$ cat config.mk
export PLATFORM = sky130hd
export DESIGN_NAME = bin2bcd_display_feeder
export DESIGN_NICKNAME = d
export VERILOG_FILES = /design/src/rtl/bin2bcd_pkg.sv /design/src/rtl/bcd_digit_adjust.sv /design/src/rtl/bin2bcd_display_feeder.sv
export SDC_FILE = /design/constraint.sdc
export NUM_CORES = 1
export LEC_CHECK = 0
export BUFFER_PORTS_ARGS = -buffer_cell sky130_fd_sc_hd__buf_4
export CORE_MARGIN = 2
export CORE_UTILIZATION = 55
export CTS_BUF_LIST = sky130_fd_sc_hd__clkbuf_4
export CTS_CLUSTER_DIAMETER = 200
export CTS_CLUSTER_SIZE = 25
export DETAILED_ROUTE_END_ITERATION = 10
export PLACE_DENSITY = 0.87
export REMOVE_ABC_BUFFERS = 1
export SLEW_MARGIN = 20
export SYNTH_ARGS = -nofsm -noshare
export SYNTH_HDL_FRONTEND = slang
export SYNTH_SLANG_ARGS = --single-unit
$ cat constraint.sdc
create_clock -name clk_50Mhz -period 2.1 [get_ports clk_50Mhz]
set_input_delay 0.315 -clock clk_50Mhz [delete_from_list [all_inputs] [get_ports clk_50Mhz]]
set_output_delay 0.315 -clock clk_50Mhz [all_outputs]
set_load 0.05 [all_outputs]
$ cat src/rtl/bin2bcd_pkg.sv
// bin2bcd_pkg: shared FSM states, register map, status bit positions and BCD range helper
package bin2bcd_pkg;
    localparam logic [1:0] IDLE = 2'd0;
    localparam logic [1:0] SHIFT = 2'd1;
    localparam logic [1:0] DONE = 2'd2;
    localparam logic ADDR_VALUE = 1'b0;
    localparam logic ADDR_STATUS = 1'b1;
    localparam int BIT_BUSY = 0;
    localparam int BIT_OVERFLOW = 1;
    localparam int BIT_LOST = 2;
    function automatic int max_val(input int digits);
        int p = 1;
        for (int i = 0; i < digits; i++) p *= 10;
        return p - 1;
    endfunction
endpackage

$ cat src/rtl/bcd_digit_adjust.sv
// bcd_digit_adjust: double-dabble digit correction, adds 3 to any digit of 5 or more
module bcd_digit_adjust (
    input  logic [3:0] d,
    output logic [3:0] q
);
    assign q = d >= 4'd5 ? d + 4'd3 : d;
endmodule

$ cat src/rtl/bin2bcd_display_feeder.sv
// bin2bcd_display_feeder: Avalon-MM slave converting a written binary value to packed BCD by sequential double-dabble
module bin2bcd_display_feeder
    import bin2bcd_pkg::*;
#(
    parameter int DIGITS = 6,
    parameter int BIN_W = 20,
    parameter int MAX_VAL = max_val(DIGITS)
) (
    input  logic                  clk_50Mhz,
    input  logic                  reset_n,
    input  logic                  address,
    input  logic                  write,
    input  logic [31:0]           writedata,
    input  logic                  read,
    output logic [31:0]           readdata,
    output logic [4*DIGITS-1:0]   bcd_out,
    output logic                  bcd_valid,
    output logic                  busy
);
    localparam int BCD_W = 4 * DIGITS;
    localparam int CW = $clog2(BIN_W);
    localparam logic [CW-1:0] LAST = CW'(BIN_W - 1);
    localparam logic [BIN_W-1:0] MAX_BIN = BIN_W'(MAX_VAL);
    localparam logic [BCD_W-1:0] ALL_NINES = {DIGITS{4'h9}};
    logic [1:0] state;
    logic [BCD_W+BIN_W-1:0] sr, sr_next;
    logic [BCD_W-1:0] adj;
    logic [CW-1:0] cnt;
    logic overflow, lost, ovf_pend;
    logic wr_value, can_start, loss, status_read;
    logic [31:0] status;
    logic unused;

    for (genvar g = 0; g < DIGITS; g++) begin : g_adj
        bcd_digit_adjust u_adj (.d(sr[BIN_W+4*g +: 4]), .q(adj[4*g +: 4]));
    end

    assign sr_next = {adj[BCD_W-2:0], sr[BIN_W-1:0], 1'b0};
    assign wr_value = write && address == ADDR_VALUE;
    assign can_start = (state == IDLE || state == DONE) && !ovf_pend;
    assign loss = wr_value && !can_start;
    assign status_read = read && address == ADDR_STATUS;
    assign busy = state == SHIFT;
    assign bcd_valid = state == DONE;
    assign unused = ^{writedata[31:BIN_W], adj[BCD_W-1]};

    always_comb begin
        status = '0;
        status[BIT_BUSY] = busy;
        status[BIT_OVERFLOW] = overflow;
        status[BIT_LOST] = lost;
    end

    always_ff @(posedge clk_50Mhz or negedge reset_n) begin
        if (!reset_n) begin
            state <= IDLE;
            sr <= '0;
            cnt <= '0;
            bcd_out <= '0;
            readdata <= '0;
            overflow <= 1'b0;
            lost <= 1'b0;
            ovf_pend <= 1'b0;
        end else begin
            if (read) readdata <= address == ADDR_STATUS ? status : 32'(bcd_out);
            lost <= loss || (lost && !status_read);
            // out-of-range values report one cycle after the write, through a pending cycle in IDLE
            if (ovf_pend) begin
                ovf_pend <= 1'b0;
                bcd_out <= ALL_NINES;
                state <= DONE;
            end else if (state == SHIFT) begin
                sr <= sr_next;
                cnt <= cnt + 1'b1;
                if (cnt == LAST) begin
                    cnt <= '0;
                    bcd_out <= sr_next[BCD_W+BIN_W-1 -: BCD_W];
                    overflow <= 1'b0;
                    state <= DONE;
                end
            end else if (wr_value) begin
                if (writedata[BIN_W-1:0] > MAX_BIN) begin
                    overflow <= 1'b1;
                    ovf_pend <= 1'b1;
                    state <= IDLE;
                end else begin
                    sr <= {{BCD_W{1'b0}}, writedata[BIN_W-1:0]};
                    cnt <= '0;
                    state <= SHIFT;
                end
            end else begin
                state <= IDLE;
            end
        end
    end
endmodule

==> results of run 1 <==
[area by class of cell]
class / count / area (um2) / share of cell area
clock inverter: 6 / 62.6 / 0.0103
timing repair buffer: 93 / 726 / 0.119
inverter: 50 / 193 / 0.0317
tap: 129 / 161 / 0.0265
sequential: 102 / 2550 / 0.419
multi-input combinational: 366 / 2310 / 0.380
clock buffer: 10 / 75.1 / 0.0123
[metal layers]
layer  up-vias  share of wire  wire [um]
li1       2020              -          -
met1      2055           0.42       4850
met2       138           0.51       5790
met3        25          0.049        563
met4         0          0.022        254
met5         -              0          0
[power by group through the flow]
stage | clock network (uW) | registers (uW) | logic, uW
final | 1020 | 3430 | 4810
after global routing | 1130 | 3540 | 5260
after CTS | 1040 | 3420 | 4820
after detailed placement | 0 | 3460 | 4820
after global placement | 0 | 3400 | 4620
after floorplan | 0 | 4440 | 2420
[worst max-delay path: stages, from the launching register on]
cell      delay [ps]
dfrtp_1          410
nand2b_1         300
inv_6            260
buf_4            240
[logic make-up (layout without fill, tap and decap cells)]
group	after synthesis	count (layout)	share of synthesized area
flops	102	102	0.486
compound gates	146	146	0.178
mux	21	21	0.0546
fa+ha+maj	13	13	0.0310
simple gates	177	177	0.170
other cells	1	8	0.000715
buf+inv	91	159	0.0775
xor+xnor	1	1	0.00167
[flip-flops by register name, indices dropped and copies added (netlist names)]
name	flops
cnt	5
bcd_out	24
overflow	1
ovf_pend	1
readdata	24
lost	1
state	2
sr	44
[worst min-delay path by stage]
stage                     depth (start not counted)                 endpoint         start
after CTS                                         3        sr[0]$_DFFE_PN0P_  writedata[0]
after global routing                              3        sr[0]$_DFFE_PN0P_  writedata[0]
after detailed placement                          1  readdata[8]$_DFFE_PN0P_       reset_n
after floorplan                                   0   bcd_out[0]$_DFFE_PN0P_       reset_n
final                                             3        sr[0]$_DFFE_PN0P_  writedata[0]
after global placement                            1  readdata[8]$_DFFE_PN0P_       reset_n
[cell usage in the layout, fill, tap and decap left out, types with 2 or more instances in the layout]
| cell type | count |
|---|---|
| ha_1 | 13 |
| nand3_1 | 23 |
| nor3b_1 | 6 |
| buf_12 | 2 |
| a221o_1 | 5 |
| a211o_1 | 11 |
| a22o_1 | 6 |
| nor2_1 | 22 |
| a211oi_1 | 7 |
| inv_1 | 48 |
| clkbuf_4 | 10 |
| nand2b_1 | 8 |
| mux2_4 | 15 |
| nand2_1 | 76 |
| mux2i_1 | 5 |
| o211ai_1 | 15 |
| nand3b_1 | 21 |
| o21a_1 | 5 |
| buf_4 | 90 |
| dfrtp_1 | 102 |
| o22ai_1 | 7 |
| o21ai_0 | 50 |
| nand4_1 | 2 |
| clkinv_1 | 2 |
| conb_1 | 8 |
| a21oi_1 | 26 |
| a31oi_1 | 7 |
| and2_1 | 10 |
| clkinvlp_4 | 2 |
[timing repair]
item / in CTS / in global routing
setup buffers: 0 / 0
gates resized for setup: 0 / 1
hold endpoints to repair: 44 / 0
hold buffers: 1 / 0
endpoints found under the setup margin: 1 / 1
[through the flow]
stage	TNS (ps)	setup slack, ps	cells
2_1_floorplan	-15910	-499	518
5_1_grt	0	24.1	756
3_5_place_dp	0	186	740
6_report	0	121	756
3_3_place_gp	0	289	740
4_1_cts	0	77.2	756
==> results.toml, run 1 <==
[logic_synthesis]
ys_top_cells_by_count = "102 x dfrtp_1, 76 x nand2_1, 50 x o21ai_0"
synth_seq_cells = 102
yosysUniqueCellTypes = 49
netlist.area_leader.share = 0.486
avgSynthCellArea_um2 = 9.51
seq_area_frac_synth = 0.486
synth_top_area_cell = "dfrtp_1"
async_flop_share = 1.00
synth_edf_count = 0
synth.most_common_cell = "dfrtp_1"
ys.warnings.count = 0
synth-main-ff-cell = "dfrtp_1"
netlist_instances = 552
synth.cell_area_um2 = 5250
synth.area.top_cells = "dfrtp_1 49%, nand2_1 5.4%, o21ai_0 4.8%"

[timing]
setup_viol = 0
fin_crit_ps = 1980
max_slew.worst_pin.slew_ps = 579
grt_setup_unrepaired = "no"
holdWs_ps = 120
post-route-period-util = 0.942
clock_skew_ps = 25.2
slew_headroom = 0.614
fmax_mhz = 505
hold_viol = 0
finalMaxSlewViolations = 0

[cells_and_area]
fin_nets = 672
area.growth.synth_to_final_pct = 16.0
antennaDiodeCount = 0
final_util = 0.658
fillCellCount = 733
drive_above_1_share = 0.206
fin_area_um2 = 6080

[floorplan]
ioPinCount = 95
core_um2 = 9240
fp.dieW_um = 102
die_h_um = 102
start_util = 0.568
dieArea_um2 = 10300
rows = 35

[clocking]
clock_latency_ps = 450
cts_root_buf = "clkbuf_4"
htree_levels = 3
cts_buffers = 9
cts_tree = "done"
cts.clk_slew.worst_paths_ps = 160
cts_max_path_buffers = 2
clock_sinks = 102

[grt]
grt_pass1_vias = 4242
antenna_found_initial = 0
busiest_layer = "met2"
grt_pass1_wl_um = 19300
grt.met2_usage = 0.406
overflow = 0
grt_start_max_net_pins = 50
use_met3 = 0.0407
use_met1 = 0.299
grtUsageTotal = 0.236

[pwr]
power_switching_uw = 4300
power_uw = 9270
intPower_uw = 4970
ir_drop_v = 0.000576
clkPwrFrac = 0.110
powerDensity_nw_per_um2 = 1520
swShare = 0.464
comb_power_share = 0.519
p_seq_frac = 0.371
leakagePower_uw = 0.00298

[detailed_routing]
routed_wl_um = 11500
wl_per_cell_um = 15.1
routed-via-count = 4238
firstDrtPassIters = 7
drt_iter0_markers = 202
antenna_left = 0
drc = 0
via_per_inst = 5.61

[worst_hold_path]
hp-class = "in -> reg"

[setup_path]
startpoint = "state[1]$_DFFE_PN0P_"
r2r_start = "state[1]$_DFFE_PN0P_"
r2r_slack_ps = 200
crit_arrival_ps = 1660
cp_data_required_time_ps = 1780
crit_type = "reg -> out"
crit_fanout = 28
r2r_cells = 6
r2r-end = "sr[2]$_DFFE_PN0P_"
cp-start-kind = "flip-flop"
cp-end-kind = "primary output"
cp-endpoint = "busy"

[outcome]
status = "finished clean"

[job]
drv_cap = 0

[placement]
placed_area_um2 = 5940
gp_congestion = 0.905
dp_hpwl_um = 8030
io_buffers = 74
Power figures use the tool's default switching activity.
==> inputs of run 2 (changes only) <==
Settings changed: ABC_AREA from default to 1, PLACE_DENSITY 0.87 to 0.88.
==> results.toml, run 2 <==
[detailed_routing]
firstDrtPassIters = 5
routed_wl_um = 10200
via_per_inst = 5.43
antenna_left = 0
wl_per_cell_um = 14.3
drc = 0
drt_iter0_markers = 230
routed-via-count = 3844

[setup_path]
crit_arrival_ps = 2180
r2r-end = "cnt[2]$_DFFE_PN0P_"
cp-end-kind = "flip-flop"
cp_data_required_time_ps = 2450
cp-start-kind = "flip-flop"
r2r_cells = 3
crit_type = "reg -> reg"
r2r_start = "ovf_pend$_DFF_PN0_"
crit_fanout = 69
r2r_slack_ps = 270

[floorplan]
ioPinCount = 95
fp.dieW_um = 97.7
dieArea_um2 = 9540
rows = 34
die_h_um = 97.7
start_util = 0.562
core_um2 = 8590

[clocking]
cts_root_buf = "clkbuf_4"
cts_max_path_buffers = 2
clock_sinks = 102
cts_buffers = 9
htree_levels = 3
cts.clk_slew.worst_paths_ps = 150
cts_tree = "done"
clock_latency_ps = 450

[timing]
max_slew.worst_pin.slew_ps = 733
fmax_mhz = 547
grt_setup_unrepaired = "no"
holdWs_ps = 126
finalMaxSlewViolations = 0
slew_headroom = 0.510
hold_viol = 0
clock_skew_ps = 19.0
setup_viol = 0
fin_setup_tns_ps = 0
post-route-period-util = 0.871
fin_crit_ps = 1830

[pwr]
powerDensity_nw_per_um2 = 1670
ir_drop_v = 0.000573
leakagePower_uw = 0.00279

[logic_synthesis]
synth_compound_area_frac = 0.151
ys.warnings.count = 0
synthMuxAreaShare = 0.0332
synth_edf_count = 0
seq_area_frac_synth = 0.529
synth_seq_cells = 102
synth_top_family_by_area = "compound AO/OA/AOI/OAI gates"
synth.most_common_cell = "nand2_1"
async_flop_share = 1.00
avgSynthCellArea_um2 = 9.17
netlist.area_leader.share = 0.529
synth-simple-area-share = 0.147
yosysUniqueCellTypes = 34
synthXorXnorAreaFrac = 0.0163
synth_top_area_cell = "dfrtp_1"
yosys.area_share.adder = 0.0337
ys_top_cells_by_count = "111 x nand2_1, 102 x dfrtp_1, 76 x o21ai_0"
netlist_instances = 526
synth.area.top_cells = "dfrtp_1 53%, nand2_1 8.6%, o21ai_0 7.9%"
synth.cell_area_um2 = 4830
synth-main-ff-cell = "dfrtp_1"

[outcome]
status = "finished clean"

[worst_hold_path]
hp-class = "in -> reg"
hold_path_end = "sr[0]$_DFFE_PN0P_"
min_path_cells = 3
hp-start = "writedata[0]"

[grt]
grt_start_max_net_pins = 70
antenna_found_initial = 0
grt_pass1_wl_um = 17300
grtUsageTotal = 0.221
overflow = 0
grt_pass1_vias = 3850

[placement]
placed_area_um2 = 5400
io_buffers = 74
gp_congestion = 0.858
dp_hpwl_um = 7210

[cells_and_area]
fin_area_um2 = 5560
top_register = "sr"
area.growth.synth_to_final_pct = 15.2
antennaDiodeCount = 0
final_common_cell = "nand2_1"
largest_register_ffs = 44
reg_top3 = "sr (44), bcd_out (24), readdata (24)"
drive_above_1_share = 0.195
fillCellCount = 693
fin_nets = 645
final_cell_mix = "111 x nand2_1, 102 x dfrtp_1, 78 x buf_4"
final_util = 0.647

[job]
drv_cap = 0
## run 2: cell types whose count changed in the layout (fill, tap and decap cells not counted), moves of 11 or more
cell | before | now
nor3_1 | 1 | 13
a22oi_1 | 0 | 12
mux2i_1 | 5 | 16
buf_4 | 90 | 78
nand2_1 | 76 | 111
nand3b_1 | 21 | 0
o211ai_1 | 15 | 2
a21oi_1 | 26 | 5
inv_1 | 48 | 62
a211o_1 | 11 | 0
mux2_4 | 15 | 0
o21ai_0 | 50 | 76
## run 2: worst max-delay path, stage by stage (launching register included)
cell	delay [ps]
dfrtp_1	630
a21oi_4	310
nand2_4	420
o21ai_0	350
## run 2: cell type report
class / instances / area, um2 / share of cell area
Inverter: 64 / 240 / 0.0432
Sequential cell: 102 / 2550 / 0.459
Multi-Input combinational cell: 338 / 1880 / 0.337
Tap cell: 108 / 135 / 0.0243
Clock inverter: 5 / 60.1 / 0.0108
Timing Repair Buffer: 80 / 616 / 0.111
Clock buffer: 11 / 82.6 / 0.0148
## run 2: through the flow
| stage | power, uW | cells | setup WS (ps) |
|---|---|---|---|
| 3_3_place_gp | 8010 | 691 | 173 |
| 2_1_floorplan | 6870 | 504 | 240 |
| 5_1_grt | 10000 | 708 | 100 |
| 6_report | 9310 | 708 | 272 |
| 4_1_cts | 9340 | 708 | 109 |
| 3_5_place_dp | 8310 | 691 | 135 |
## run 2: where the power goes
group	switching, uW	leakage [uW]	internal [uW]
Sequential	575	0.00129	2790
Clock	650	0.0000770	393
Combinational	3260	0.00142	1650
Total	4490	0.00279	4830
## run 2: logic make-up (layout without fill, tap and decap cells)
group,count (synthesis),after routing
buf+inv,93,160
flops,102,102
mux,16,16
xor+xnor,9,9
other cells,1,8
simple gates,168,168
compound gates,124,124
fa+ha+maj,13,13
## run 2: per-layer routing
layer  wire [um]  global-route usage  vias up
met5           0                   0        -
met4         231               0.107        0
met3         653              0.0432       22
met2        5030               0.366      137
met1        4240               0.280     1837
li1            -                   -     1848
## run 2: worst max path at each step
| stage | start | end | slack (ps) |
|---|---|---|---|
| after floorplan | state[1]$_DFFE_PN0P_ | sr[22]$_DFFE_PN0P_ | 240 |
| final | ovf_pend$_DFF_PN0_ | cnt[2]$_DFFE_PN0P_ | 270 |
| after detailed placement | cnt[0]$_DFFE_PN0P_ | bcd_out[21]$_DFFE_PN0P_ | 140 |
| after CTS | cnt[0]$_DFFE_PN0P_ | bcd_out[21]$_DFFE_PN0P_ | 110 |
| after global routing | ovf_pend$_DFF_PN0_ | sr[10]$_DFFE_PN0P_ | 100 |
| after global placement | cnt[0]$_DFFE_PN0P_ | bcd_out[22]$_DFFE_PN0P_ | 170 |
## run 2: what timing repair did
action / in CTS / in global routing
resized for setup: 0 / 1
hold endpoints to repair: 39 / 0
hold buffers: 1 / 0
buffers inserted: 0 / 0
endpoints found under the setup margin: 0 / 3
